### src/rtl/nrisc_ula_exec_stage.sv
// Execute stage around NRISC_ULA: issue register (S1) feeds the ALU, result register (S2)
// feeds writeback. Operand bypass from both stages; owns the architectural flag register.
module nrisc_ula_exec_stage #(
  parameter int TAM = 16,
  parameter int RW  = 4
) (
  input  logic           clk,
  input  logic           rst,
  input  logic           in_valid,
  output logic           in_ready,
  input  logic [3:0]     in_op,
  input  logic           in_incdec,
  input  logic           in_cmp2,
  input  logic [RW-1:0]  in_ra,
  input  logic [RW-1:0]  in_rb,
  input  logic [TAM-1:0] in_a,
  input  logic [TAM-1:0] in_b,
  input  logic [TAM-1:0] in_imm,
  input  logic           in_use_imm,
  input  logic [RW-1:0]  in_rd,
  input  logic           in_setflags,
  output logic [TAM-1:0] ULA_A,
  output logic [TAM-1:0] ULA_B,
  output logic [3:0]     ULA_ctrl,
  output logic           incdec,
  output logic           cmp2,
  input  logic [TAM-1:0] ULA_OUT,
  input  logic [2:0]     ULA_flags,
  output logic           wb_valid,
  input  logic           wb_ready,
  output logic [RW-1:0]  wb_rd,
  output logic [TAM-1:0] wb_data,
  output logic           wb_we,
  output logic [2:0]     flags_q,
  output logic           illegal_op
);

  function automatic logic op_legal(input logic [3:0] op);
    return (op[3] == 1'b0) || (op == 4'b1101) || (op == 4'b1110);
  endfunction

  // S1: issue register
  logic           s1_v;
  logic [3:0]     s1_op;
  logic           s1_incdec;
  logic           s1_cmp2;
  logic [TAM-1:0] s1_a;
  logic [TAM-1:0] s1_b;
  logic [RW-1:0]  s1_rd;
  logic           s1_setflags;
  logic           s1_legal;

  // S2: result register
  logic           s2_v;
  logic [RW-1:0]  s2_rd;
  logic [TAM-1:0] s2_data;
  logic           s2_we;

  logic           adv2;
  logic           accept;
  logic [TAM-1:0] opa;
  logic [TAM-1:0] opb;

  // Handshakes: a transfer happens on a rising edge where valid and ready are both high;
  // valid stays high with a stable payload until that edge, ready may change freely.
  assign adv2     = s1_v & (~s2_v | wb_ready);
  assign in_ready = ~rst & (~s1_v | adv2);
  assign accept   = in_valid & in_ready;

  // The younger in-flight result (S1, still on the ALU) wins over S2.
  always_comb begin
    opa = in_a;
    if (s1_v && s1_legal && (in_ra == s1_rd)) begin
      opa = ULA_OUT;
    end else if (s2_v && s2_we && (in_ra == s2_rd)) begin
      opa = s2_data;
    end
    opb = in_b;
    if (in_use_imm) begin
      opb = in_imm;
    end else if (s1_v && s1_legal && (in_rb == s1_rd)) begin
      opb = ULA_OUT;
    end else if (s2_v && s2_we && (in_rb == s2_rd)) begin
      opb = s2_data;
    end
  end

  always_ff @(posedge clk) begin
    if (rst) begin
      s1_v        <= 1'b0;
      s1_op       <= '0;
      s1_incdec   <= 1'b0;
      s1_cmp2     <= 1'b0;
      s1_a        <= '0;
      s1_b        <= '0;
      s1_rd       <= '0;
      s1_setflags <= 1'b0;
      s1_legal    <= 1'b0;
    end else if (accept) begin
      s1_v        <= 1'b1;
      s1_op       <= in_op;
      s1_incdec   <= in_incdec;
      s1_cmp2     <= in_cmp2;
      s1_a        <= opa;
      s1_b        <= opb;
      s1_rd       <= in_rd;
      s1_setflags <= in_setflags;
      s1_legal    <= op_legal(in_op);
    end else if (adv2) begin
      s1_v <= 1'b0;
    end
  end

  // Illegal ops still travel through S2 with we=0 so writeback order is kept.
  always_ff @(posedge clk) begin
    if (rst) begin
      s2_v       <= 1'b0;
      s2_rd      <= '0;
      s2_data    <= '0;
      s2_we      <= 1'b0;
      flags_q    <= '0;
      illegal_op <= 1'b0;
    end else if (adv2) begin
      s2_v       <= 1'b1;
      s2_rd      <= s1_rd;
      s2_data    <= ULA_OUT;
      s2_we      <= s1_legal;
      illegal_op <= ~s1_legal;
      if (s1_setflags && s1_legal) begin
        flags_q <= ULA_flags;
      end
    end else begin
      illegal_op <= 1'b0;
      if (wb_ready && s2_v) begin
        s2_v <= 1'b0;
      end
    end
  end

  assign ULA_A    = s1_v ? s1_a      : '0;
  assign ULA_B    = s1_v ? s1_b      : '0;
  assign ULA_ctrl = s1_v ? s1_op     : 4'b0000;
  assign incdec   = s1_v ? s1_incdec : 1'b0;
  assign cmp2     = s1_v ? s1_cmp2   : 1'b0;

  assign wb_valid = s2_v;
  assign wb_rd    = s2_rd;
  assign wb_data  = s2_data;
  assign wb_we    = s2_we;

endmodule

### config.mk
export PLATFORM = sky130hd
export DESIGN_NAME = nrisc_ula_exec_stage
export DESIGN_NICKNAME = d
export VERILOG_FILES = /design/src/rtl/nrisc_ula_exec_stage.sv
export SDC_FILE = /design/constraint.sdc
export NUM_CORES = 1
export LEC_CHECK = 0
export BUFFER_PORTS_ARGS = -buffer_cell sky130_fd_sc_hd__clkbuf_2
export CORE_ASPECT_RATIO = 0.8
export CORE_UTILIZATION = 47
export DETAILED_ROUTE_END_ITERATION = 10
export GPL_TIMING_DRIVEN = 0
export PLACE_DENSITY = 0.89
export SYNTH_ARGS = -nofsm -noshare
export SYNTH_HDL_FRONTEND = slang
export SYNTH_SLANG_ARGS = --single-unit
### constraint.sdc
create_clock -name clk -period 2.65 [get_ports clk]
set_input_delay 0.53 -clock clk [delete_from_list [all_inputs] [get_ports clk]]
set_output_delay 0.53 -clock clk [all_outputs]
set_load 0.02 [all_outputs]
==> results of run 1 <==
worst max path at each step:
stage / from / slack [ns] / end
floorplan: rst / 0.68 / in_ready
global placement: rst / -0.08 / in_ready
detailed placement: rst / -0.13 / in_ready
CTS: rst / 0.08 / in_ready
global route: rst / 0.01 / in_ready
finish: rst / 0.11 / in_ready
registers in the layout, summed over array words and instances (netlist names):
signal       count
s1_a            16
s1_setflags      1
wb_valid         1
flags_q          3
s1_incdec        1
wb_rd            4
s1_cmp2          1
s1_rd            4
illegal_op       1
s1_b            16
wb_data         16
s1_v             1
s1_op            4
wb_we            1
s1_legal         1
cell type report:
cell class / count / area [µm²]
Sequential cell: 71 / 1421
Clock buffer: 10 / 137.6
Fill cell: 658 / 2713
Inverter: 17 / 63.81
Timing Repair Buffer: 154 / 770.7
Buffer: 34 / 172.7
Tap cell: 105 / 131.4
Clock inverter: 6 / 60.06
Multi-Input combinational cell: 332 / 2062
logic make-up (layout without fill, tap and decap cells):
kind of cell / count (synthesis) / after routing / share of synthesized area
mux: 35 / 35 / 0.09425
simple gates: 153 / 153 / 0.2158
buf+inv: 51 / 221 / 0.06294
compound gates: 127 / 127 / 0.2046
xor+xnor: 17 / 17 / 0.04006
flops: 71 / 71 / 0.3824
cell usage in the layout, fill, tap and decap left out, drive strengths merged:
cell type / instances
clkinv: 3
o21ai: 37
bufinv: 1
a21boi: 1
nand4: 2
mux2i: 35
buf: 12
nand3: 2
o31ai: 1
nor4: 1
xor2: 9
xnor2: 8
nand3b: 8
a311oi: 16
clkinvlp: 2
a31oi: 16
nand2b: 5
clkbuf: 186
inv: 17
nor2: 9
dfxtp: 71
nor3: 4
a22oi: 16
or4b: 1
nand2: 79
and3: 1
a21oi: 40
and2: 40
nor2b: 1
cells in the mapped netlist, drive strengths merged, types with 8 or more instances:
master,n
nand2,79
dfxtp,71
a21oi,40
and2,40
o21ai,37
mux2i,35
clkbuf,22
inv,17
a22oi,16
a311oi,16
a31oi,16
buf,12
nor2,9
xor2,9
nand3b,8
xnor2,8
timing repair:
item,4_1_cts,5_1_grt
gates resized for setup,1,2
gates cloned,0,0
hold buffers,0,0
endpoints found under the setup margin,1,3
stage by stage:
| step | setup slack (ns) | instances | hold WS, ns | area [µm²] | setup TNS, ns |
|---|---|---|---|---|---|
| 2_1_floorplan | 0.6780 | 454 | 0.4317 | 3717 | 0 |
| 3_3_place_gp | -0.08039 | 713 | 0.4426 | 4619 | -0.08039 |
| 3_5_place_dp | -0.1299 | 713 | 0.4458 | 4619 | -0.1299 |
| 4_1_cts | 0.08275 | 729 | 0.3642 | 4818 | 0 |
| 5_1_grt | 0.01496 | 729 | 0.3735 | 4820 | 0 |
| 6_report | 0.1116 | 729 | 0.3738 | 4820 | 0 |
routing by layer:
| metal | track usage | vias to the layer above | wire length, µm |
|---|---|---|---|
| met5 | 0 | - | 0 |
| met4 | 0.1043 | 0 | 178 |
| met3 | 0.07404 | 21 | 1512 |
| met2 | 0.5068 | 287 | 5643 |
| met1 | 0.4032 | 1878 | 5160 |
| li1 | - | 1905 | - |
worst max-delay path, cell delays in order:
cell	delay, ns
clkbuf_2	0.12
clkbuf_1	0.35
clkbuf_1	0.39
clkbuf_2	0.35
nor2_1	0.11
clkbuf_2	0.17
where the power goes:
group,switching [mW],internal (mW)
combinational,0.254,0.172
clock,0.415,0.455
sequential,0.0481,1.13
==> summary.md, run 1 <==
| Metric | Value |
|---|---|
| CTS root buf | clkbuf_8 |
| Setup Skew | 0.009412 ns |
| Setup Fix Bufs, Post-CTS | 0 |
| Grt ovf | 0 |
| # DRC | 0 |
| Post-route ant nets | 0 |
| Sink Count | 71 |
| Slew HR | 0.2673 |
| First-pass GRT wire length | 19280 µm |
| Status | finished clean |
| Synth warnings | 0 |
| DR WL/cell | 17.14 µm |
| Final setup vio count | 0 |
| DIE AREA | 8271 µm² |
| Initial antenna violation count | 0 |
| Layout Nets | 710 |
| Fmax | 0.3939 GHz |
| Hold Path Class | in2reg |
| Primary FF master, synth | dfxtp_1 |
| Most area-consuming cells after synthesis | dfxtp_1 38%, mux2i_1 9.4%, nand2_1 7.8%, and2_1 6.6%, a21oi_1 5.4% |
| Pwr dens | 513.0 nW/µm² |
| Leakage dissipation | 2.421 nW |
| Worst EP required | 2.12 ns |
| Largest net degree at the start of global routing | 13 |
| H-tree depth | 3 |
| Rows | 28 |
| Die W | 101.4 µm |
| Pre-Repair DR Iteration Count | 5 |
| CTS tree | yes |
| Synth Register Bits | 71 |
| Final Cycle Share | 0.9579 |
| Hold path endpoint | s1_cmp2 |
| Post-DP HPWL | 9348 µm |
| Asr flop ratio synth | 0 |
| Final Wtd Congestion | 0.8881 |
| Crit path kind | in2out |
| Total GRT Usage | 0.3098 |
| Clock transition at the registers of the reported paths | 0.08 ns |
| Die height | 81.55 µm |
| Post-Syn Nets | 545 |
| R2r setup slk | 0.24 ns |
| Fin crit period | 2.538 ns |
| Final hold violations | 0 |
| RSZ-0062 raised after global routing | false |
| Yosys top cell area share | 0.3824 |
| Total routed wirelength | 12500 µm |
| CTS max path bufs | 2 |
| Seq/Total Area, Yosys | 0.3824 |
| Max-Cap Viols | 0 |
| Synth area leader | dfxtp_1 |
| Crit path capture type | output pin |
| Worst setup SP type | input pin |
| WHS Path Cells | 3 |
| Worst slew pin tran | 1.090 ns |
| Arrival time worst endpoint | 2.01 ns |
| Reg2reg path depth | 5 |
| Mapped Cells | 454 |
| Fin. max-slew vios | 0 |
| Via count | 4091 |
| Total Power | 2.473 mW |
| Ratio of cells with drive above 1 in the final layout | 0.3093 |
| Maximum vdd drop | 332.4 µV |
| Reg-to-reg startpoint | s1_rd[1] |
| TritonCTS Buffers | 9 |
| Starting density of the core | 0.4935 |
| Vias per std cell | 5.612 |
| Reg-to-Reg End | s1_a[10] |
| P&R area growth vs syn | 29.65% |
| Buffers added on ports | 154 |
| Post-synth EDFFs | 0 |
| Mapped cell area | 3717 µm² |
| Antenna cells | 0 |
| Starting DRT DRC Count | 263 |
| Number of global-route vias before repair | 3836 |
| Synth cell types | 35 |
| Worst-Skew Late Latency | 0.34 ns |
| Post-layout util | 0.6399 |
| Synthesized area per cell | 8.188 µm² |
| Top Ports | 156 |
| Hold_sp | in_cmp2 |
| CP Max Fanout | 10 |
| Std-Cell Core Area | 7532 µm² |
(Power assumes the default switching activity.)
==> run 2, diff against run 1 <==
Settings changed: CELL_PAD_IN_SITES_DETAIL_PLACEMENT set to 0, CELL_PAD_IN_SITES_GLOBAL_PLACEMENT set to 1, CORE_UTILIZATION 47 to 37, PLACE_DENSITY 0.89 to 0.95, REMOVE_ABC_BUFFERS set to 1, TNS_END_PERCENT set to 20.
==> run 2 against run 1 <==
Cell area is 1.6% higher. Clock-buffer cell count shrank 1. Largest cell class unchanged. Flip-flop and latch count stayed put. Die area rose by 26%. Combinational power shrank 6.8%. Register-to-register slack got worse by 0.06 ns. Largest power group is now clock. Clock skew is 0.0026 ns lower. Non-clock buffer count shrank 27. Sequential share of layout area decreased by 0.43 points. Clock power grew 53%. Highest routed layer unchanged.
==> summary.md, run 2 (synthesized netlist as in run 1, its figures left out) <==
| Metric | Value |
|---|---|
| First-pass GRT wire length | 18270 µm (was 19280 µm) |
| Most frequent cells in the layout | 154 x clkbuf_2, 77 x nand2_1, 70 x dfxtp_1 (was 157 x clkbuf_2, 77 x nand2_1, 71 x dfxtp_1) |
| Total GRT Usage | 0.2253 (was 0.3098) |
| RSZ-0062 raised after global routing | false (unchanged) |
| Initial antenna violation count | 0 (unchanged) |
| Fmax | 0.4042 GHz (was 0.3939 GHz) |
| Grt ovf | 0 (unchanged) |
| R2r setup slk | 0.18 ns (was 0.24 ns) |
| Pre-Repair DR Iteration Count | 5 (unchanged) |
| Reg-to-reg startpoint | s1_v (was s1_rd[1]) |
| Final setup vio count | 0 (unchanged) |
| Slowest CP cell | dfxtp_2 (was clkbuf_1) |
| Worst-Skew Late Latency | 0.33 ns (was 0.34 ns) |
| Crit path capture type | register (was output pin) |
| CTS root buf | clkbuf_16 (was clkbuf_8) |
| Max-Cap Viols | 0 (unchanged) |
| CP Max Fanout | 43 (was 10) |
| Antenna cells | 0 (unchanged) |
| Pwr dens | 594.2 nW/µm² (was 513.0 nW/µm²) |
| Leakage dissipation | 2.435 nW (was 2.421 nW) |
| Clock transition at the registers of the reported paths | 0.06 ns (was 0.08 ns) |
| Delay-heaviest family, CP | simple AND/OR/NAND/NOR gates (was buffers and inverters) |
| Fin. max-slew vios | 0 (unchanged) |
| Buffers added on ports | 155 (was 154) |
| Total negative slack | 0 ns (unchanged) |
| Non-Filler Instances | 733 (was 729) |
| Fill cells | 937 (was 658) |
| Largest net degree at the start of global routing | 59 (was 13) |
| Worst slew pin tran | 1.128 ns (was 1.090 ns) |
| Min setup slack post-route | 0.1759 ns (was 0.1116 ns) |
| Final Cycle Share | 0.9336 (was 0.9579) |
| Vias per std cell | 5.322 (was 5.612) |
| Worst path depth | 5 (was 6) |
| # DRC | 0 (unchanged) |
| P&R area growth vs syn | 31.71% (was 29.65%) |
| DIE AREA | 10450 µm² (was 8271 µm²) |
| Fin crit period | 2.474 ns (was 2.538 ns) |
| Commonest non-fill, non-tap cell in the layout | clkbuf_2 (unchanged) |
| Starting DRT DRC Count | 236 (was 263) |
| Arrival time worst endpoint | 2.67 ns (was 2.01 ns) |
| Crit path kind | reg2reg (was in2out) |
| Starting density of the core | 0.3837 (was 0.4935) |
| CTS max path bufs | 2 (unchanged) |
| Post-DP HPWL | 7739 µm (was 9348 µm) |
| Worst setup SP type | register (was input pin) |
| Post-route ant nets | 0 (unchanged) |
| H-tree depth | 3 (unchanged) |
| # hold bufs at CTS | 0 (unchanged) |
| Number of global-route vias before repair | 3591 (was 3836) |
| Status | finished clean (unchanged) |
| Placed cell count | 712 (was 713) |
| TritonCTS Buffers | 9 (unchanged) |
| Critical path cell sequence | nand3b_4 > and2_4 > o31ai_2 > buf_6 > o21ai_0 (was clkbuf_2 > clkbuf_1 > clkbuf_1 > clkbuf_2 > nor2_1 > clkbuf_2) |
| Sink Count | 71 (unchanged) |
| Maximum vdd drop | 270.1 µV (was 332.4 µV) |
| Reg-to-Reg End | s1_a[15] (was s1_a[10]) |
| Std-Cell Core Area | 9689 µm² (was 7532 µm²) |
| Rows | 32 (was 28) |
| DP Worst Slack | -1.397 ns (was -0.1299 ns) |
| Setup Skew | 0.006793 ns (was 0.009412 ns) |
| Final Wtd Congestion | 0.7748 (was 0.8881) |
| Ratio of cells with drive above 1 in the final layout | 0.3199 (was 0.3093) |
| Reg2reg path depth | 5 (unchanged) |
| Hold_sp | in_incdec (was in_cmp2) |
| Critical path launch point | s1_v (was rst) |
| Worst EP required | 2.85 ns (was 2.12 ns) |
| Slew HR | 0.2479 (was 0.2673) |
| CTS tree | yes (unchanged) |
| Die W | 114.1 µm (was 101.4 µm) |
| Final hold violations | 0 (unchanged) |
| DR WL/cell | 15.92 µm (was 17.14 µm) |
| Total routed wirelength | 11670 µm (was 12500 µm) |
| Die height | 91.65 µm (was 81.55 µm) |
| Via count | 3901 (was 4091) |
| Layout Nets | 683 (was 710) |
| Top Ports | 156 (unchanged) |
| Crit path buf inv count | 1 (was 5) |
| Hold Path Class | in2reg (unchanged) |
| Critical Path Sink | s1_a[15] (was in_ready) |
| CP peak stage delay | 0.84 ns (was 0.39 ns) |
run 2: cell count changes in the layout (fill, tap and decap cells not counted), moves of 4 or more:
cell / previous run / this run
buf_2: 6 / 1
clkbuf_1: 19 / 0
buf_4: 1 / 5
clkbuf_8: 10 / 0
clkbuf_16: 0 / 9
run 2: cell type report:
class	instances	area, µm²	share of cell area
multi-input combinational	332	2087	0.4263
timing repair buffer	161	824.5	0.1684
tap	136	170.2	0.03476
clock inverter	7	102.6	0.02096
inverter	17	63.81	0.01303
clock buffer	9	225.2	0.04600
sequential	71	1423	0.2906
run 2: where the power goes:
group	leakage [nW]	switching, mW	internal (mW)
logic	1.69	0.232	0.165
registers	0.584	0.0556	1.13
clock network	0.157	0.490	0.836
total	2.43	0.778	2.13
run 2: worst min-delay path by stage:
stage	end	cells after the start
global placement	s1_op[3]	2
finish	s1_incdec	3
floorplan	s1_op[3]	2
CTS	s1_incdec	3
global route	s1_incdec	3
detailed placement	s1_op[3]	2
run 2: repair_timing:
action / CTS / global route
cloned: 0 / 0
setup endpoints to repair: 69 / 24
gates resized for setup: 3 / 3
pin swaps: 1 / 0
buffers inserted: 5 / 0
run 2: worst register-to-register path: cells and delay by family, from the launching register on:
| kind | cells | cell delay (ns) |
|---|---|---|
| AND/OR/NAND/NOR | 2 | 0.89 |
| flip-flops | 1 | 0.84 |
| buffers and inverters | 1 | 0.25 |
| AO/OA/AOI/OAI | 2 | 0.38 |
run 2: metal layers:
metal,track usage,part of all wire,vias up
met3,0.04560,0.067,9
met1,0.2983,0.45,1851
met2,0.3702,0.47,177
met5,0,0,-
met4,0.06385,0.0076,0
li1,-,-,1864
run 2: stage by stage:
step	total power, mW	instance area, µm²	utilization	hold slack, ns
after detailed placement	1.599	4513	0.4658	0.4589
after CTS	2.931	4887	0.5044	0.3789
after global placement	1.579	4493	0.4637	0.4409
after global routing	3.035	4896	0.5053	0.3847
final	2.909	4896	0.5053	0.3908
after floorplan	1.400	3547	-	0.4257
==> run 3, diff against run 2 <==
Settings changed: CORE_ASPECT_RATIO 0.8 to 1.5.
==> run 3 against run 2 <==
The run now ends with DRC left. Sequential share of layout area is 0.64 points higher. Final cell count is 3.1% lower. Flip-flop and latch count stayed put. Cell area is 2.0% lower. Combinational power hardly changed. First-iteration DRC count is 10% lower. Non-clock buffer count stayed put. Critical path type is now in2reg. Setup slack better by 0.14 ns. Routed wire length is 2.6% lower. Die area hardly changed. Worst hold slack better by 0.0054 ns.
==> summary.md, run 3 (synthesized netlist as in run 1, its figures left out) <==
| Metric | Value |
|---|---|
| Status | finished with violations (was finished clean) |
| Failing checks | DRC |
| CTS max path bufs | 2 (unchanged) |
| Post-DP HPWL | 7739 µm (about the same) |
| Total GRT Usage | 0.2187 (was 0.2253) |
| Buffers added on ports | 155 (unchanged) |
| Sink Count | 71 (unchanged) |
| Post-route ant nets | 0 (unchanged) |
| Clock transition at the registers of the reported paths | 0.05 ns (was 0.06 ns) |
| Leakage dissipation | 2.403 nW (was 2.435 nW) |
| Grt ovf | 0 (unchanged) |
| Hold Path Class | in2reg (unchanged) |
| Worst slew pin tran | 1.109 ns (was 1.128 ns) |
| RSZ-0062 raised after global routing | false (unchanged) |
| CP Max Fanout | 58 (was 43) |
| Slew HR | 0.2606 (was 0.2479) |
| Final hold violations | 0 (unchanged) |
| Most frequent cells in the layout | 154 x clkbuf_2, 77 x nand2_1, 70 x dfxtp_1 (unchanged) |
| Initial antenna violation count | 0 (unchanged) |
| Antenna cells | 0 (unchanged) |
| DR WL/cell | 16.01 µm (was 15.92 µm) |
| Die W | 83.84 µm (was 114.1 µm) |
| Worst EP required | 2.81 ns (was 2.85 ns) |
| H-tree depth | 3 (unchanged) |
| Std-Cell Core Area | 9744 µm² (was 9689 µm²) |
| TritonCTS Buffers | 9 (unchanged) |
| Maximum vdd drop | 388.3 µV (was 270.1 µV) |
| DIE AREA | 10460 µm² (was 10450 µm²) |
| P&R area growth vs syn | 29.11% (was 31.71%) |
| Number of global-route vias before repair | 3726 (was 3591) |
| Fmax | 0.4280 GHz (was 0.4042 GHz) |
| Die height | 124.8 µm (was 91.65 µm) |
| Rows | 44 (was 32) |
| Starting DRT DRC Count | 212 (was 236) |
| Pwr dens | 542.2 nW/µm² (was 594.2 nW/µm²) |
| Setup Skew | 0.006918 ns (was 0.006793 ns) |
| Final setup vio count | 0 (unchanged) |
| Slowest CP cell | or4b_4 (was dfxtp_2) |
| Fin. max-slew vios | 0 (unchanged) |
| Pre-Repair DR Iteration Count | 9 (was 5) |
| Hold_ws | 0.3962 ns (was 0.3908 ns) |
| Layout Nets | 683 (unchanged) |
| # DRC | 24 (was 0) |
| Ratio of cells with drive above 1 in the final layout | 0.3126 (was 0.3199) |
| Worst-Skew Late Latency | 0.32 ns (was 0.33 ns) |
| First-pass GRT wire length | 18100 µm (was 18270 µm) |
| Crit path kind | in2reg (was reg2reg) |
| Starting density of the core | 0.3815 (was 0.3837) |
| Post-layout util | 0.4926 (was 0.5053) |
| Max-Cap Viols | 0 (unchanged) |
| Critical path cell sequence | buf_2 > nor2b_4 > nand2_4 > or4b_4 > o21ai_0 > a31oi_1 (was nand3b_4 > and2_4 > o31ai_2 > buf_6 > o21ai_0) |
| CP peak stage delay | 0.71 ns (was 0.84 ns) |
| # hold bufs at CTS | 0 (unchanged) |
| Crit path capture type | register (unchanged) |
| Via count | 3787 (was 3901) |
| Worst setup SP type | input pin (was register) |
| Fin crit period | 2.337 ns (was 2.474 ns) |
| Final Cycle Share | 0.8817 (was 0.9336) |
| Total negative slack | 0 ns (unchanged) |
| Total routed wirelength | 11370 µm (was 11670 µm) |
| Vias per std cell | 5.334 (was 5.322) |
| Largest net degree at the start of global routing | 59 (unchanged) |
| Commonest non-fill, non-tap cell in the layout | clkbuf_2 (unchanged) |
| Final Wtd Congestion | 0.7632 (was 0.7748) |
| Arrival time worst endpoint | 2.50 ns (was 2.67 ns) |
| CTS tree | yes (unchanged) |
| CTS root buf | clkbuf_16 (unchanged) |
| Top Ports | 156 (unchanged) |
-- run 3: cell count changes in the layout (fill, tap and decap cells not counted), moves of 2 or more --
cell       change
inv_6          -3
clkbuf_1       +3
bufinv_16      -2
clkinv_2       +2
-- run 3: final cells by class --
cell class                 count  area, µm²
fill                         961       4945
multi-input combinational    332       2079
sequential                    71       1425
timing repair buffer         161      840.8
clock buffer                  12      236.5
tap                          115      143.9
inverter                      17      63.81
clock inverter                 2      10.01
-- run 3: stage by stage --
step / std cells / worst slack, ns / power [mW] / instance area (µm²)
finish: 710 / 0.3134 / 2.602 / 4800
global route: 710 / 0.2111 / 2.730 / 4800
CTS: 710 / 0.02569 / 2.642 / 4796
detailed placement: 692 / -1.326 / 1.598 / 4498
global placement: 690 / -1.276 / 1.579 / 4467
floorplan: 420 / 0.4957 / 1.400 / 3547
-- run 3: path summary, 6_finish.rpt --
check	startpoint	endpoint	slack, ns	depth (start not counted)
worst min-delay path	in_setflags	s1_setflags	0.40	3
worst max register to register	s1_v	s1_b[0]	0.50	5
worst min register to register	s1_op[3]	s1_op[3]	0.46	2
worst max-delay path	rst	s1_b[0]	0.31	6
-- run 3: layer usage --
| layer | vias to the layer above | wire length (µm) | GRT usage |
|---|---|---|---|
| li1 | 1854 | - | - |
| met3 | 12 | 698 | 0.04904 |
| met2 | 146 | 6235 | 0.4282 |
| met4 | 0 | 144 | 0.06389 |
| met1 | 1775 | 4289 | 0.2261 |
| met5 | - | 0 | 0 |
-- run 3: repair_timing --
action,4_1_cts,5_1_grt
pin swaps,1,0
buffers inserted,4,0
gates resized for setup,3,3
setup endpoints to repair,78,30
-- run 3: where the power goes --
| group | switching [mW] | total, mW | internal [mW] | leakage (nW) |
|---|---|---|---|---|
| Combinational | 0.229 | 0.394 | 0.165 | 1.70 |
| Clock | 0.404 | 1.02 | 0.619 | 0.122 |
| Sequential | 0.0537 | 1.19 | 1.13 | 0.584 |
-- run 3: critical path: cells and delay by family --
family                 cells  cell delay (ns)
AO/OA/AOI/OAI              2             0.27
buffers and inverters      1             0.44
AND/OR/NAND/NOR            3             1.23
